==> config.mk <==
export PLATFORM = sky130hd
export DESIGN_NAME = medidor_multicanal_uc
export DESIGN_NICKNAME = d
export VERILOG_FILES = /design/src/rtl/medidor_pkg.sv /design/src/rtl/medidor_multicanal_uc_contador_timeout.sv /design/src/rtl/medidor_multicanal_uc.sv
export SDC_FILE = /design/constraint.sdc
export NUM_CORES = 1
export LEC_CHECK = 0
export CAP_MARGIN = 25
export CELL_PAD_IN_SITES_DETAIL_PLACEMENT = 0
export CELL_PAD_IN_SITES_GLOBAL_PLACEMENT = 1
export CORE_MARGIN = 3
export CORE_UTILIZATION = 41
export CTS_CLUSTER_SIZE = 25
export DETAILED_ROUTE_END_ITERATION = 6
export PLACE_DENSITY_LB_ADDON = 0.2
export SETUP_SLACK_MARGIN = 0.05
export SYNTH_ARGS = -nofsm -noshare
export SYNTH_HDL_FRONTEND = slang
export SYNTH_SLANG_ARGS = --single-unit
==> constraint.sdc <==
create_clock -name clock -period 2.6 [get_ports clock]
set_input_delay 0.52 -clock clock [delete_from_list [all_inputs] [get_ports clock]]
set_output_delay 0.52 -clock clock [all_outputs]
set_load 0.005 [all_outputs]
==> src/rtl/medidor_pkg.sv <==
// medidor_pkg: shared definitions for the multichannel range-meter controller.
// Holds the FSM state encoding (the state value doubles as the db_estado
// display code) and a width helper used for parameter-sized ports.
package medidor_pkg;

  typedef enum logic [3:0] {
    ST_INICIAL        = 4'h0,
    ST_PREPARACAO     = 4'h1,
    ST_ENVIA_MENSURAR = 4'h2,
    ST_AGUARDA_MED    = 4'h3,
    ST_ENVIA_PARTIDA  = 4'h4,
    ST_AGUARDA_TX     = 4'h5,
    ST_PROXIMO_CHAR   = 4'h6,
    ST_PROXIMO_CANAL  = 4'h7,
    ST_ESPERA         = 4'h8,
    ST_TIMEOUT        = 4'h9,
    ST_FIM            = 4'hA
  } estado_t;

  // Display code for a state; the encoding is chosen so it is the identity.
  function automatic logic [3:0] codigo_estado(input estado_t e);
    return e;
  endfunction

  // Bits needed to index n items, never less than one.
  function automatic int largura(input int n);
    return (n > 1) ? $clog2(n) : 1;
  endfunction

endpackage

==> src/rtl/medidor_multicanal_uc_contador_timeout.sv <==
// contador_timeout: measurement watchdog counter.
// Ports:
//   clock  in  system clock
//   reset  in  synchronous active-high reset
//   zera   in  synchronous clear (priority over conta)
//   conta  in  count enable
//   fim    out high while the count equals TIMEOUT_CICLOS-1
// The count saturates at TIMEOUT_CICLOS-1 so fim stays asserted if left enabled.
module contador_timeout
  import medidor_pkg::*;
#(
  parameter int TIMEOUT_CICLOS = 2_000_000
) (
  input  logic clock,
  input  logic reset,
  input  logic zera,
  input  logic conta,
  output logic fim
);

  localparam int W = largura(TIMEOUT_CICLOS);
  localparam logic [W-1:0] LIMITE = W'(TIMEOUT_CICLOS - 1);

  logic [W-1:0] cnt_q;
  logic [W-1:0] cnt_d;

  always_comb begin
    cnt_d = cnt_q;
    if (zera) begin
      cnt_d = '0;
    end else if (conta && (cnt_q != LIMITE)) begin
      cnt_d = cnt_q + W'(1);
    end else begin
      cnt_d = cnt_q;
    end
  end

  always_ff @(posedge clock) begin
    if (reset) begin
      cnt_q <= '0;
    end else begin
      cnt_q <= cnt_d;
    end
  end

  assign fim = (cnt_q == LIMITE);

endmodule

==> src/rtl/medidor_multicanal_uc.sv <==
// medidor_multicanal_uc: control unit sweeping N_CANAIS range sensors.
// For each channel it starts a measurement, waits for the result (with a
// watchdog), then transmits N_CHARS characters before moving on. Single or
// continuous sweeps are selected by modo; dropping medir aborts at once.
// Ports:
//   clock, reset                     clock and synchronous active-high reset
//   medir, modo                      run enable / sweep mode
//   pronto_medida, pronto_tx         done pulses from datapath and transmitter
//   fim_time                         inter-sweep interval elapsed
//   mensurar, partida_tx             measurement / transmit start pulses
//   canal, indice_char               current channel and character index
//   zera, zera_time, conta_time      datapath clear, timer clear, timer enable
//   erro_timeout, pronto             watchdog error / single-sweep done pulses
//   db_estado                        state code for display
module medidor_multicanal_uc
  import medidor_pkg::*;
#(
  parameter int N_CANAIS       = 4,
  parameter int N_CHARS        = 7,
  parameter int TIMEOUT_CICLOS = 2_000_000
) (
  input  logic                          clock,
  input  logic                          reset,
  input  logic                          medir,
  input  logic                          modo,
  input  logic                          pronto_medida,
  input  logic                          pronto_tx,
  input  logic                          fim_time,
  output logic                          mensurar,
  output logic [largura(N_CANAIS)-1:0]  canal,
  output logic [largura(N_CHARS)-1:0]   indice_char,
  output logic                          partida_tx,
  output logic                          zera,
  output logic                          zera_time,
  output logic                          conta_time,
  output logic                          erro_timeout,
  output logic                          pronto,
  output logic [3:0]                    db_estado
);

  localparam int CW = largura(N_CANAIS);
  localparam int IW = largura(N_CHARS);
  localparam logic [CW-1:0] ULTIMO_CANAL = CW'(N_CANAIS - 1);
  localparam logic [IW-1:0] ULTIMO_CHAR  = IW'(N_CHARS - 1);

  estado_t       estado_q, estado_d;
  logic [CW-1:0] canal_q, canal_d;
  logic [IW-1:0] indice_q, indice_d;
  logic          pronto_q;
  logic          fim_timeout;
  logic          zera_contador;
  logic          conta_contador;

  // Watchdog restarts with every measurement and on abort.
  assign zera_contador  = (estado_q == ST_ENVIA_MENSURAR) || !medir;
  assign conta_contador = (estado_q == ST_AGUARDA_MED);

  contador_timeout #(
    .TIMEOUT_CICLOS(TIMEOUT_CICLOS)
  ) u_contador_timeout (
    .clock(clock),
    .reset(reset),
    .zera (zera_contador),
    .conta(conta_contador),
    .fim  (fim_timeout)
  );

  always_comb begin
    estado_d = estado_q;
    canal_d  = canal_q;
    indice_d = indice_q;
    if (!medir) begin
      estado_d = ST_INICIAL;
      canal_d  = '0;
      indice_d = '0;
    end else begin
      case (estado_q)
        ST_INICIAL:        estado_d = ST_PREPARACAO;
        ST_PREPARACAO:     estado_d = ST_ENVIA_MENSURAR;
        ST_ENVIA_MENSURAR: begin
          indice_d = '0;
          estado_d = ST_AGUARDA_MED;
        end
        ST_AGUARDA_MED: begin
          // A result arriving on the last allowed cycle still counts.
          if (pronto_medida) begin
            estado_d = ST_ENVIA_PARTIDA;
          end else if (fim_timeout) begin
            estado_d = ST_TIMEOUT;
          end else begin
            estado_d = ST_AGUARDA_MED;
          end
        end
        ST_ENVIA_PARTIDA:  estado_d = ST_AGUARDA_TX;
        ST_AGUARDA_TX: begin
          if (!pronto_tx) begin
            estado_d = ST_AGUARDA_TX;
          end else if (indice_q < ULTIMO_CHAR) begin
            estado_d = ST_PROXIMO_CHAR;
          end else begin
            estado_d = ST_PROXIMO_CANAL;
          end
        end
        ST_PROXIMO_CHAR: begin
          indice_d = indice_q + IW'(1);
          estado_d = ST_ENVIA_PARTIDA;
        end
        ST_PROXIMO_CANAL: begin
          if (canal_q < ULTIMO_CANAL) begin
            canal_d  = canal_q + CW'(1);
            estado_d = ST_ENVIA_MENSURAR;
          end else begin
            canal_d  = '0;
            estado_d = modo ? ST_ESPERA : ST_FIM;
          end
        end
        ST_ESPERA:         estado_d = fim_time ? ST_ENVIA_MENSURAR : ST_ESPERA;
        ST_TIMEOUT:        estado_d = ST_PROXIMO_CANAL;
        ST_FIM:            estado_d = ST_FIM;
        default:           estado_d = ST_INICIAL;
      endcase
    end
  end

  always_ff @(posedge clock) begin
    if (reset) begin
      estado_q <= ST_INICIAL;
      canal_q  <= '0;
      indice_q <= '0;
      pronto_q <= 1'b0;
    end else begin
      estado_q <= estado_d;
      canal_q  <= canal_d;
      indice_q <= indice_d;
      // fim is held for as long as medir stays high; only its first cycle pulses.
      pronto_q <= (estado_d == ST_FIM) && (estado_q != ST_FIM);
    end
  end

  always_comb begin
    mensurar     = 1'b0;
    partida_tx   = 1'b0;
    zera         = 1'b0;
    zera_time    = 1'b0;
    conta_time   = 1'b0;
    erro_timeout = 1'b0;
    case (estado_q)
      ST_PREPARACAO:     zera = 1'b1;
      ST_ENVIA_MENSURAR: begin
        mensurar  = 1'b1;
        zera_time = 1'b1;
      end
      ST_ENVIA_PARTIDA:  partida_tx   = 1'b1;
      ST_ESPERA:         conta_time   = 1'b1;
      ST_TIMEOUT:        erro_timeout = 1'b1;
      default:           mensurar     = 1'b0;
    endcase
  end

  assign canal       = canal_q;
  assign indice_char = indice_q;
  assign pronto      = pronto_q;
  assign db_estado   = codigo_estado(estado_q);

endmodule

==> impl_metrics.toml, run 1 <==
[global_route]
grt.total_usage_pct = 17.5
grt_pass1_wl_um = 7310
grt_pass1_vias = 1559
grt_antenna_before_repair = 0
grt_start_max_net_pins = 20
grt_overflow_total = 0

[logic_synthesis]
yosys.area.top_type = "dfxtp_1"
synth.area.top_cells = "dfxtp_1 34%, a21oi_1 6.1%, nand2_1 4.1%"
yosys.area.top_type_share_pct = 34.3
synth_fa_ha_area_share_pct = 2.07
ys.flop_type = "dfxtp_1"
avgSynthCellArea_sq_um = 8.08
synth_xor_area_share_pct = 0.484
synth-seq-cells = 31
synthCells = 224
synth-edff-count = 0
synthArstFlopShare_pct = 0
synth_compound_area_share_pct = 22.6
synth.area.mux_share_pct = 2.28
synth-simple-area-share_pct = 32.1
synth.distinct_cells = 47
ys_seq_area_share_pct = 34.3
syn_nets = 234
synth_warnings = 0
synthesis.area_sq_um = 1810
synth_top_family_by_area = "simple AND/OR/NAND/NOR gates"

[clock_tree]
clock_latency_ns = 0.29
post-cts-setup-buffer-count = 0
cts.path.max_buffers = 2
hold_buffers = 0
cts_tree = "yes"
htreeDepth = 2
post_cts_resized = 0
numCtsBuffers = 5
cts-root-buf = "clkbuf_8"
cts_sinks = 31
clk_pin_slew_ns = 0.06

[placed_design]
gp_congestion = 0.839
placed_area_sq_um = 2030
portBuffers = 22
place_hpwl_um = 3000

[finish]
n_antenna_cell = 0
syn_to_final_growth_pct = 17.0
multi_input_area_sq_um = 1080
ff_latch_area_sq_um = 624
fin_area_sq_um = 2120
layout_commonest_cell = "dfxtp_1"
fillers = 399
final_cell_mix = "28 x dfxtp_1, 22 x a21oi_1, 22 x clkdlybuf4s50_1, 20 x nand2_1, 13 x o21ai_0"
layout-drive-gt1-share_pct = 7.53
nNetsFinal = 249

[worst_setup_path]
critPathKind = "flop to output pin"
crit_fanout = 18
start_kind = "flop"
required_ns = 2.08
arrival_ns = 1.85
endpoint_kind = "output pin"

[sta]
finalClockSkew_ns = 0.00579
finalSetupTns_ns = 0
setup_viol = 0
fmax_mhz = 422
relSlewSlack_pct = 55.7
whs_ns = 0.487
max_slew.worst_pin.slew_ns = 0.662
finalHoldViolations = 0
slew_viol_final = 0
min_period_ns = 2.37
finalCritPeriodShare_pct = 91.2
rsz0062_at_grt = "false"

[routing]
via_per_inst = 5.95
first_pass_iters = 4
drc = 0
via_count = 1719
avgRoutedWirePerCell_um = 14.7
first_iter_violations = 136
wl_um = 4250
ant_nets = 0

[floorplanning]
rows = 23
coreArea_sq_um = 4120
die_w_um = 72.5
dieArea_sq_um = 5250
initial_core_util_pct = 44.0
die_h_um = 72.5
io_pins = 23

[outcome]
status = "finished, final reports clean"

[hold_path]
hold_class = "flop to flop"

[pwr]
power_density_nw_per_um2 = 433
vdd.ir_drop.worst_mv = 0.261
leakage_nw = 0.669

[job]
maxCapViolCount = 0
synthesized netlist by cell type, types with 3 or more instances:
library cell	n
inv_1	6
nor2_1	12
buf_2	5
nand4_1	6
ha_1	3
o21ai_0	13
and3_1	4
a31oi_1	4
or4_1	8
nand2b_1	5
a211oi_1	3
nand3_1	9
nand2_1	20
nor3_1	7
clkbuf_1	9
nor4bb_1	3
a21oi_1	22
mux2i_1	3
a2111o_1	3
or3_1	8
dfxtp_1	31
o31ai_1	8
report_power, final:
group,internal (mW),switching (mW)
logic,0.0241,0.0219
registers,0.477,0.00764
clock network,0.207,0.179
layer usage:
| metal | vias up | track usage (%) | routed length, um |
|---|---|---|---|
| met1 | 804 | 22.7 | 2030 |
| met3 | 10 | 4.99 | 156 |
| met5 | - | 0 | 0 |
| met4 | 0 | 6.35 | 89 |
| met2 | 32 | 27.6 | 1970 |
| li1 | 873 | - | - |
worst paths after layout:
path	endpoint	slack (ns)	depth (start not counted)	startpoint
hold reg to reg	u_contador_timeout.cnt_q[4]$_SDFFE_PP0P_	0.49	2	u_contador_timeout.cnt_q[4]$_SDFFE_PP0P_
setup / recovery	partida_tx	0.23	3	db_estado[2]$_SDFF_PP0_
setup reg to reg	u_contador_timeout.cnt_q[20]$_SDFFE_PP0P_	0.47	5	db_estado[2]$_SDFF_PP0_
hold / removal	u_contador_timeout.cnt_q[4]$_SDFFE_PP0P_	0.49	2	u_contador_timeout.cnt_q[4]$_SDFFE_PP0P_
kinds of logic (layout without fill, tap and decap cells):
group,count (synthesis),in the layout
AOI/OAI and AO/OA,64,64
DFF,31,31
and+or+nand+nor,98,98
muxes,4,4
xor gates and xnor gates,1,1
adders and majority gates,3,3
buffers and inverters,23,38
flip-flops by register name, summed over array words and instances (netlist names):
signal / flops
u_contador_timeout.cnt_q: 21
db_estado: 4
indice_char: 3
canal: 2
pronto: 1
through the flow:
step	worst slack [ns]	util [%]	total power [mW]	cells
after floorplan	0.745	-	0.518	224
after CTS	0.116	51.4	0.927	289
after global routing	0.102	51.5	0.956	289
after global placement	0.436	49.3	0.541	282
final	0.228	51.5	0.916	289
after detailed placement	0.363	49.3	0.541	282
critical path, cell delays in order (launching register included):
cell and delay (ns):
dfxtp_1 0.68, nand2b_1 0.18, nor3_1 0.18, clkdlybuf4s50_1 0.53
final cells by class:
| cell class | instances | area share, % |
|---|---|---|
| clock buffer | 6 | 3.90 |
| clock inverter | 1 | 0.236 |
| inverter | 6 | 1.06 |
| multi-input combinational | 170 | 50.9 |
| sequential | 31 | 29.5 |
| tap | 50 | 2.95 |
| timing repair buffer | 25 | 11.5 |
Note: power is estimated with default switching activity, not from simulation.
==> run 2: changes to the inputs <==
- CORE_MARGIN: 3 -> unset
- SYNTH_HIERARCHICAL: unset -> 1
==> run 2 against run 1 <==
  * Utilization rose by 0.27 points
  * Setup slack improved by 0.020 ns
  * Highest routed layer unchanged
  * Via count fell by 10%
  * Critical path depth did not move
  * Flip-flop and latch count did not move
  * Largest power group unchanged
==> impl_metrics.toml, run 2 <==
[pwr]
vdd.ir_drop.worst_mv = 0.238
leakage_nw = 0.778
power_density_nw_per_um2 = 418

[placed_design]
gp_congestion = 0.807
place_hpwl_um = 2810
portBuffers = 22
dp_slack_ns = 0.551

[global_route]
grt_pass1_wl_um = 6670
grt_start_max_net_pins = 18
grt_pass1_vias = 1479
grt.total_usage_pct = 19.2
grt_overflow_total = 0
grt_antenna_before_repair = 0

[logic_synthesis]
avgSynthCellArea_sq_um = 8.77
synth-seq-cells = 31
synthesis.area_sq_um = 1800
synthArstFlopShare_pct = 0
synthCells = 205
yosysMostFrequentCell = "dfxtp_1"
syn_nets = 215
synthTopCellsByCount = "31 x dfxtp_1, 22 x nor2_1, 19 x nand2_1"
synth.distinct_cells = 53
synth-edff-count = 0
ys_seq_area_share_pct = 34.5
yosys.area.top_type = "dfxtp_1"
ys.flop_type = "dfxtp_1"
yosys.area.top_type_share_pct = 34.5
synth_warnings = 6
synth.area.top_cells = "dfxtp_1 35%, xor2_1 4.9%, nor2_1 4.6%"

[routing]
wl_um = 3820
drc = 0
ant_nets = 0
first_pass_iters = 4
via_per_inst = 5.53
first_iter_violations = 58
avgRoutedWirePerCell_um = 13.7
via_count = 1542

[clock_tree]
numCtsBuffers = 5
clock_latency_ns = 0.28
cts.path.max_buffers = 2
cts-root-buf = "clkbuf_8"
post_cts_resized = 0
cts_tree = "yes"
clk_pin_slew_ns = 0.06
htreeDepth = 2
cts_sinks = 31
post-cts-setup-buffer-count = 0
hold_buffers = 0

[finish]
n_antenna_cell = 0
layout-drive-gt1-share_pct = 13.1
nNetsFinal = 238
layout_commonest_cell = "dfxtp_1"
fillers = 401
largest_reg_flops = 21
fin_util_pct = 51.7
syn_to_final_growth_pct = 18.4
final_cell_mix = "31 x dfxtp_1, 22 x nor2_1, 22 x clkdlybuf4s50_1, 19 x nand2_1, 15 x a21oi_1"
regMostFlops = "u_contador_timeout/cnt_q"

[worst_setup_path]
arrival_ns = 1.83
cp-startpoint = "db_estado[0]$_SDFF_PP0_"
rr_startpoint = "db_estado[0]$_SDFF_PP0_"
required_ns = 2.08
crit_slowest_cell = "clkdlybuf4s50_1"
endpoint_kind = "output pin"
path_cells = "nand2b_1, nor3_1, clkdlybuf4s50_1"
critPathKind = "flop to output pin"
start_kind = "flop"
max_stage_delay_ns = 0.57
crit_fanout = 14

[floorplanning]
die_w_um = 68.2
dieArea_sq_um = 4650
initial_core_util_pct = 43.7
coreArea_sq_um = 4120
rows = 23
io_pins = 23
die_h_um = 68.2

[sta]
finalCritPeriodShare_pct = 90.4
finalSetupTns_ns = 0
finalHoldViolations = 0
setup_viol = 0
worst_slack_ns = 0.249
relSlewSlack_pct = 68.9
min_period_ns = 2.35
finalClockSkew_ns = 0.00512
max_slew.worst_pin.slew_ns = 0.466
slew_viol_final = 0
fmax_mhz = 425
rsz0062_at_grt = "false"

[job]
maxCapViolCount = 0

[hold_path]
hold_class = "flop to flop"
hp-start = "canal[1]$_SDFFE_PP0P_"

[outcome]
status = "finished, final reports clean"
-- run 2: cell count changes after synthesis, moves of 5 or more --
cell	before	now
xor2_1	0	10
nor2_1	12	22
o21ai_0	13	8
or4_1	8	1
a21oi_1	22	15
o31ai_1	8	0
nor4_1	0	5
clkbuf_1	9	3
-- run 2: report_power, final --
group | internal [mW] | leakage [nW] | total (mW) | switching [mW]
Combinational | 0.0262 | 0.486 | 0.0525 | 0.0263
Clock | 0.188 | 0.0422 | 0.358 | 0.170
Sequential | 0.477 | 0.250 | 0.481 | 0.00411
-- run 2: final cells by class --
type	instances	area [sq um]	area share (%)
inverter	4	15.0	0.705
sequential	31	621	29.1
clock buffer	7	76.3	3.58
tap	50	62.6	2.94
timing repair buffer	27	258	12.1
multi-input combinational	159	1090	51.3
clock inverter	1	5.00	0.235
-- run 2: cell families (layout without fill, tap and decap cells) --
family                   Yosys count  after routing  share of synthesized area [%]
multiplexers                       1              1                          0.626
flip-flops                        31             31                           34.5
buffers and inverters             15             39                           4.73
AND/OR/NAND/NOR                  104            104                           37.4
AO/OA/AOI/OAI                     40             40                           15.2
adder cells (fa/ha/maj)            3              3                           2.09
XOR/XNOR                          11             11                           5.36
-- run 2: critical path, delay by kind of cell (launching register included) --
kind          cells  cell delay (ns)
simple gates      2             0.54
buf+inv           1             0.57
flops             1             0.45
-- run 2: path summary, 6_finish.rpt --
kind	end	slack (ns)	depth (start not counted)
setup / recovery	zera_time	0.25	3
hold / removal	canal[1]$_SDFFE_PP0P_	0.49	2
hold reg to reg	canal[1]$_SDFFE_PP0P_	0.49	2
setup reg to reg	u_contador_timeout/cnt_q[3]$_SDFFE_PP0P_	0.52	6
-- run 2: routing by layer --
layer,vias to the layer above,routed length (um),GRT usage (%)
met4,0,25,8.85
met2,26,1750,29.5
li1,787,-,-
met5,-,0,0
met3,2,134,4.33
met1,727,1910,25.2
-- run 2: per-stage QoR --
step	area, sq um	power (mW)	cells	hold slack, ns
after floorplan	1800	0.520	205	0.459
after global placement	2050	0.543	271	0.462
after detailed placement	2050	0.543	271	0.484
after CTS	2130	0.905	279	0.493
after global routing	2130	0.934	279	0.536
final	2130	0.891	279	0.491
